`config.mk`:
```
export PLATFORM = sky130hd
export DESIGN_NAME = shared_bus_arbiter
export DESIGN_NICKNAME = d
export VERILOG_FILES = /design/src/rtl/shared_bus_arbiter.sv
export SDC_FILE = /design/constraint.sdc
export NUM_CORES = 1
export LEC_CHECK = 0
export CORE_UTILIZATION = 37
export CTS_BUF_LIST = sky130_fd_sc_hd__clkbuf_2 sky130_fd_sc_hd__clkbuf_4 sky130_fd_sc_hd__clkbuf_8
export DETAILED_ROUTE_END_ITERATION = 16
export PLACE_DENSITY = 0.83
export SETUP_SLACK_MARGIN = 0.15
export SYNTH_ARGS = -nofsm -noshare
export SYNTH_HDL_FRONTEND = slang
export SYNTH_SLANG_ARGS = --single-unit
```
`constraint.sdc`:
```
create_clock -name clk -period 2 [get_ports clk]
set_input_delay 0.4 -clock clk [delete_from_list [all_inputs] [get_ports clk]]
set_output_delay 0.4 -clock clk [all_outputs]
set_load 0.01 [all_outputs]
```
`src/rtl/shared_bus_arbiter.sv`:
```
// shared_bus_arbiter
// Round-robin arbiter that hands ownership of one shared WIDTH-bit net to one
// of NREQ requesters at a time. Every change of owner passes through a single
// turnaround cycle in which nobody drives, so two drivers never overlap. While
// nobody owns the net it is parked at IDLE_VALUE.
//
// Ports:
//   clk      - rising-edge clock
//   rst      - synchronous active-high reset
//   req      - per-requester level request
//   wdata    - requester data, slice i = wdata[i*WIDTH +: WIDTH]
//   gnt      - registered one-hot grant (all zero when nobody owns)
//   owner    - index of the current owner, meaningful while bus_oe=1
//   bus_oe   - drive enable for the shared net
//   bus_data - value for the shared net (owner data or IDLE_VALUE)
//   handoffs - count of completed grants, wraps 16'hffff -> 16'h0000
module shared_bus_arbiter #(
    parameter int                NREQ       = 4,
    parameter int                WIDTH      = 32,
    parameter int                MAX_HOLD   = 8,
    parameter logic [WIDTH-1:0]  IDLE_VALUE = WIDTH'(32'hdeadbeef)
) (
    input  logic                      clk,
    input  logic                      rst,
    input  logic [NREQ-1:0]           req,
    input  logic [NREQ*WIDTH-1:0]     wdata,
    output logic [NREQ-1:0]           gnt,
    output logic [$clog2(NREQ)-1:0]   owner,
    output logic                      bus_oe,
    output logic [WIDTH-1:0]          bus_data,
    output logic [15:0]               handoffs
);

    localparam int OW = $clog2(NREQ);
    localparam int HW = $clog2(MAX_HOLD + 1);

    typedef enum logic [1:0] {
        ST_IDLE = 2'd0,
        ST_OWN  = 2'd1,
        ST_TURN = 2'd2
    } state_t;

    state_t              state_r;
    logic [NREQ-1:0]     gnt_r;
    logic [OW-1:0]       owner_r;
    logic [OW-1:0]       rr_ptr_r;
    logic [HW-1:0]       hold_cnt_r;
    logic [15:0]         handoffs_r;

    logic                win_found_s;
    logic [OW-1:0]       win_idx_s;
    logic [NREQ-1:0]     win_onehot_s;
    logic                others_s;
    logic                hold_full_s;
    logic [OW-1:0]       next_ptr_s;
    logic                release_s;
    logic [WIDTH-1:0]    slice_s [NREQ];

    // Candidate index k steps after base, wrapped modulo NREQ.
    function automatic logic [OW-1:0] cand_idx(input logic [OW-1:0] base, input int k);
        int sum;
        sum = int'(base) + k;
        if (sum >= NREQ) begin
            sum = sum - NREQ;
        end else begin
            sum = sum;
        end
        return sum[OW-1:0];
    endfunction

    for (genvar g = 0; g < NREQ; g++) begin : g_slice
        assign slice_s[g] = wdata[g*WIDTH +: WIDTH];
    end

    // Round-robin scan: walking from the far end back toward rr_ptr lets the
    // candidate closest to rr_ptr overwrite the others and win.
    always_comb begin
        win_found_s = 1'b0;
        win_idx_s   = {OW{1'b0}};
        for (int k = NREQ - 1; k >= 0; k--) begin
            if (req[cand_idx(rr_ptr_r, k)]) begin
                win_found_s = 1'b1;
                win_idx_s   = cand_idx(rr_ptr_r, k);
            end else begin
                win_found_s = win_found_s;
                win_idx_s   = win_idx_s;
            end
        end
    end

    // Ownership-release decision and pointer update for the OWN state.
    always_comb begin
        win_onehot_s = {{(NREQ-1){1'b0}}, 1'b1} << win_idx_s;
        // gnt_r holds exactly the owner bit while in OWN, so masking it
        // leaves only the competing requesters.
        others_s     = |(req & ~gnt_r);
        hold_full_s  = (hold_cnt_r >= HW'(MAX_HOLD));
        release_s    = (~req[owner_r]) | (hold_full_s & others_s);
        if (owner_r == OW'(NREQ - 1)) begin
            next_ptr_s = {OW{1'b0}};
        end else begin
            next_ptr_s = owner_r + OW'(1);
        end
    end

    // Arbitration state machine with all registered outputs.
    always_ff @(posedge clk) begin
        if (rst) begin
            state_r    <= ST_IDLE;
            gnt_r      <= {NREQ{1'b0}};
            owner_r    <= {OW{1'b0}};
            rr_ptr_r   <= {OW{1'b0}};
            hold_cnt_r <= {HW{1'b0}};
            handoffs_r <= 16'h0000;
        end else begin
            case (state_r)
                ST_IDLE, ST_TURN: begin
                    if (win_found_s) begin
                        state_r    <= ST_OWN;
                        gnt_r      <= win_onehot_s;
                        owner_r    <= win_idx_s;
                        hold_cnt_r <= HW'(1);
                    end else begin
                        state_r    <= ST_IDLE;
                        gnt_r      <= {NREQ{1'b0}};
                    end
                end
                ST_OWN: begin
                    if (release_s) begin
                        state_r    <= ST_TURN;
                        gnt_r      <= {NREQ{1'b0}};
                        rr_ptr_r   <= next_ptr_s;
                        handoffs_r <= handoffs_r + 16'd1;
                    end else if (!hold_full_s) begin
                        hold_cnt_r <= hold_cnt_r + HW'(1);
                    end else begin
                        // Saturated: a lone requester keeps the bus forever.
                        hold_cnt_r <= hold_cnt_r;
                    end
                end
                default: begin
                    state_r <= ST_IDLE;
                    gnt_r   <= {NREQ{1'b0}};
                end
            endcase
        end
    end

    // Net drive derived from registered state only.
    always_comb begin
        bus_oe = (state_r == ST_OWN);
        if (state_r == ST_OWN) begin
            bus_data = slice_s[owner_r];
        end else begin
            bus_data = IDLE_VALUE;
        end
    end

    assign gnt      = gnt_r;
    assign owner    = owner_r;
    assign handoffs = handoffs_r;

endmodule

```
==> results by group <==
Die
  – Die width: 88.67 um
  – Initial Util: 38.31%
  – Cell Rows: 31
  – CORE AREA: 7253 um2
  – Die Height: 88.67 um
  – Io pins: 189
  – Die area: 7861 um2

Timing
  – Period utilization: 111.2%
  – Final clock skew: 0.005439 ns
  – Endpoints failing hold: 0
  – Final setup violation count: 41
  – Slew Limit Fails: 0
  – Max-slew headroom: 52.22%
  – Hold_ws: 0.5283 ns
  – RSZ-0062 raised after global routing: yes
  – Slew @ Worst Pin: 0.7113 ns
  – Final WS setup: -0.2241 ns
  – Post-route minimum period: 2.224 ns
  – Peak Freq: 449.6 MHz

CTS
  – CTS tree: built
  – Clk Latency, worst-skew pair: 0.28 ns
  – Num CTS Buffers: 5
  – Worst-path clk slew: 0.06 ns
  – Clk sink count: 30
  – Max clock buf depth: 2
  – CTS Hold Bufs: 0
  – Root Buffer: clkbuf_8
  – CTS H-Tree Depth: 2

Placement
  – Placement Cell Area: 4987 um2
  – Cells after DPL: 572
  – GP Congestion: 0.9140
  – DP Wirelength: 8660 um
  – # port buffers: 188

Routing
  – Per-cell routed wire length: 21.29 um
  – Iter 0 DRT Violations: 123
  – Vias: 3,331
  – Vias per cell: 5.542
  – Drt total wl: 12,800 um
  – Drt pass-1 iters: 4
  – DRC: 0
  – Antenna-violating nets left: 0

Hold path
  – Hold Path Depth: 2
  – Worst Hold Path EP: hold_cnt_r[2]
  – HP Class: reg2reg
  – Hold Startpoint: hold_cnt_r[2]

GRT
  – Initial antenna violation count: 0
  – Tot GR Track Use: 30.23%
  – Largest net degree at the start of global routing: 21
  – Vias in the first global route: 3,282
  – First-pass GRT wire length: 17,420 um
  – Grt total ovfl: 0

Synth
  – Avg Cell Area, Syn: 10.18 um2
  – Prevailing post-synth register cell: dfxtp_1
  – Post-Synthesis Cells: 273
  – Post-synthesis cell type count: 50
  – Area share of the largest cell type after synthesis: 26.74%
  – Synthesized flop and latch total: 30
  – Yosys Warn Count: 0
  – Dominant cells by area after synthesis: mux4_2, dfxtp_1, nand2b_1, nor2b_1, mux2_2
  – Synthesized cell area: 2779 um2
  – Sequential element share of the synthesized area: 21.61%
  – Post-synth EDFFs: 0
  – Synth top cells by count: mux4_2, dfxtp_1, nand2b_1
  – Yosys top cell by area: mux4_2
  – Top-count cell post-synth: mux4_2
  – Syn_nets: 411
  – Ys async rst share: 0%

Final layout
  – Fin area: 5733 um2
  – Area grow syn2layout: 106.3%
  – NumNets Final: 639
  – Inserted Diodes: 0
  – Fraction of layout cells with a size suffix above 1: 38.65%
  – Post-route insts no fill: 601
  – Fillers: 448
  – Final core occ: 79.04%

Setup path
  – Critical Path RT: 1.60 ns
  – CP Capture Type: output port
  – Worst r2r src: owner[0]
  – Setup Crit Path Kind: reg2out
  – Setup slack, reg-to-reg: -0.03 ns
  – CP arrival: 1.82 ns
  – Critical R2R Capture: handoffs[4]
  – Worst Setup Start Kind: register
  – R2r worst-path depth: 8
  – Crit path max fanout: 5

Run
  – Max-cap violations: 0

Power and ir drop
  – Peak supply drop: 326.6 uV
  – Leak pwr: 2.219 nW
  – Total power: 0.002634 W
  – Power Density: 459.4 nW/um2

Run status
  – Outcome: finished with violations
  – Failing checks: negative setup slack
==> final cells by class <==
type / count / area, um2 / area share [%]
Tap cell: 99 / 123.9 / 2.161
Multi-Input combinational cell: 216 / 2356 / 41.10
Clock buffer: 7 / 90.09 / 1.571
Clock inverter: 1 / 5.005 / 0.08730
Timing Repair Buffer: 243 / 2531 / 44.15
Inverter: 5 / 18.77 / 0.3274
Sequential cell: 30 / 608.1 / 10.61
==> power breakdown <==
group | internal (W) | switching (W)
combinational | 0.000913 | 0.000541
sequential | 0.000624 | 0.0000358
clock | 0.000291 | 0.000229
==> critical path, cell delays in order, from the launching register on <==
cell	delay, ns
dfxtp_4	0.39
buf_6	0.13
buf_12	0.10
buf_16	0.11
mux4_2	0.52
nand2b_4	0.17
buf_6	0.12
==> metrics by stage <==
step / TNS [ns] / worst slack [ns]
2_1_floorplan: 0 / 0.1523
3_3_place_gp: -15.34 / -0.4046
3_5_place_dp: -15.99 / -0.3862
4_1_cts: -3.385 / -0.1790
5_1_grt: -6.501 / -0.3371
6_report: -4.131 / -0.2241
==> cell usage in the layout, fill, tap and decap left out, types with 3 or more instances in the layout <==
cell             synthesis  final
clkdlybuf4s50_1          0    150
mux4_2                  33     33
dfxtp_1                 30     28
buf_6                    5     28
buf_4                    1     28
nor2_1                  18     18
nand2b_4                 0     16
nor2b_1                 17     14
buf_2                    3     13
mux2_4                   4     12
nand2b_1                27     11
nand3_1                 12     10
a21oi_4                  0      9
and2_4                   0      7
a21oi_1                 13      7
buf_12                   0      7
nand2_1                  6      6
clkbuf_8                 0      6
inv_1                    5      5
o21ai_0                  5      5
nor3_1                   5      5
dlygate4sd2_1            0      5
a32o_1                   4      4
and3_1                   4      4
ha_1                     4      4
buf_16                   0      4
nor2b_4                  2      3
nand4_1                  3      3
a211oi_2                 0      3
buf_8                    0      3
==> per-layer routing <==
layer	part of all wire (%)	track usage (%)	up-vias
met1	37	32.89	1630
met5	0	0	-
met3	7.7	8.862	37
li1	-	-	1499
met4	3.8	14.96	0
met2	52	53.57	165
==> worst max-delay path by stage <==
stage / slack [ns] / cells past startpoint / end / startpoint
finish: -0.22 / 6 / bus_data[12] / owner[0]
global route: -0.34 / 5 / bus_data[21] / owner[0]
CTS: -0.18 / 6 / bus_data[12] / owner[0]
detailed placement: -0.39 / 4 / bus_data[1] / wdata[33]
global placement: -0.40 / 4 / bus_data[1] / wdata[33]
floorplan: 0.15 / 7 / handoffs[4] / owner[0]
==> registers in the layout (all words and copies together), names as in the netlist <==
register / flops
state_r: 2
owner: 2
hold_cnt_r: 4
rr_ptr_r: 2
gnt: 4
handoffs: 16
==> cell families (layout without fill, tap and decap cells) <==
| family | after synthesis | in the layout | share of synthesized area, % |
|---|---|---|---|
| muxes | 50 | 50 | 34.13 |
| and+or+nand+nor | 115 | 115 | 24.18 |
| adders and majority gates | 4 | 4 | 1.801 |
| AOI/OAI and AO/OA | 47 | 47 | 13.01 |
| DFF | 30 | 30 | 21.61 |
| buffers and inverters | 27 | 256 | 5.268 |
==> repair_timing <==
| action | 4_1_cts | 5_1_grt |
|---|---|---|
| cloned | 6 | 0 |
| pin swaps | 17 | 18 |
| setup buffers | 11 | 4 |
| gates resized for setup | 202 | 29 |
| endpoints found under the setup margin | 57 | 50 |
No activity file was read; power rests on OpenSTA's default activity.
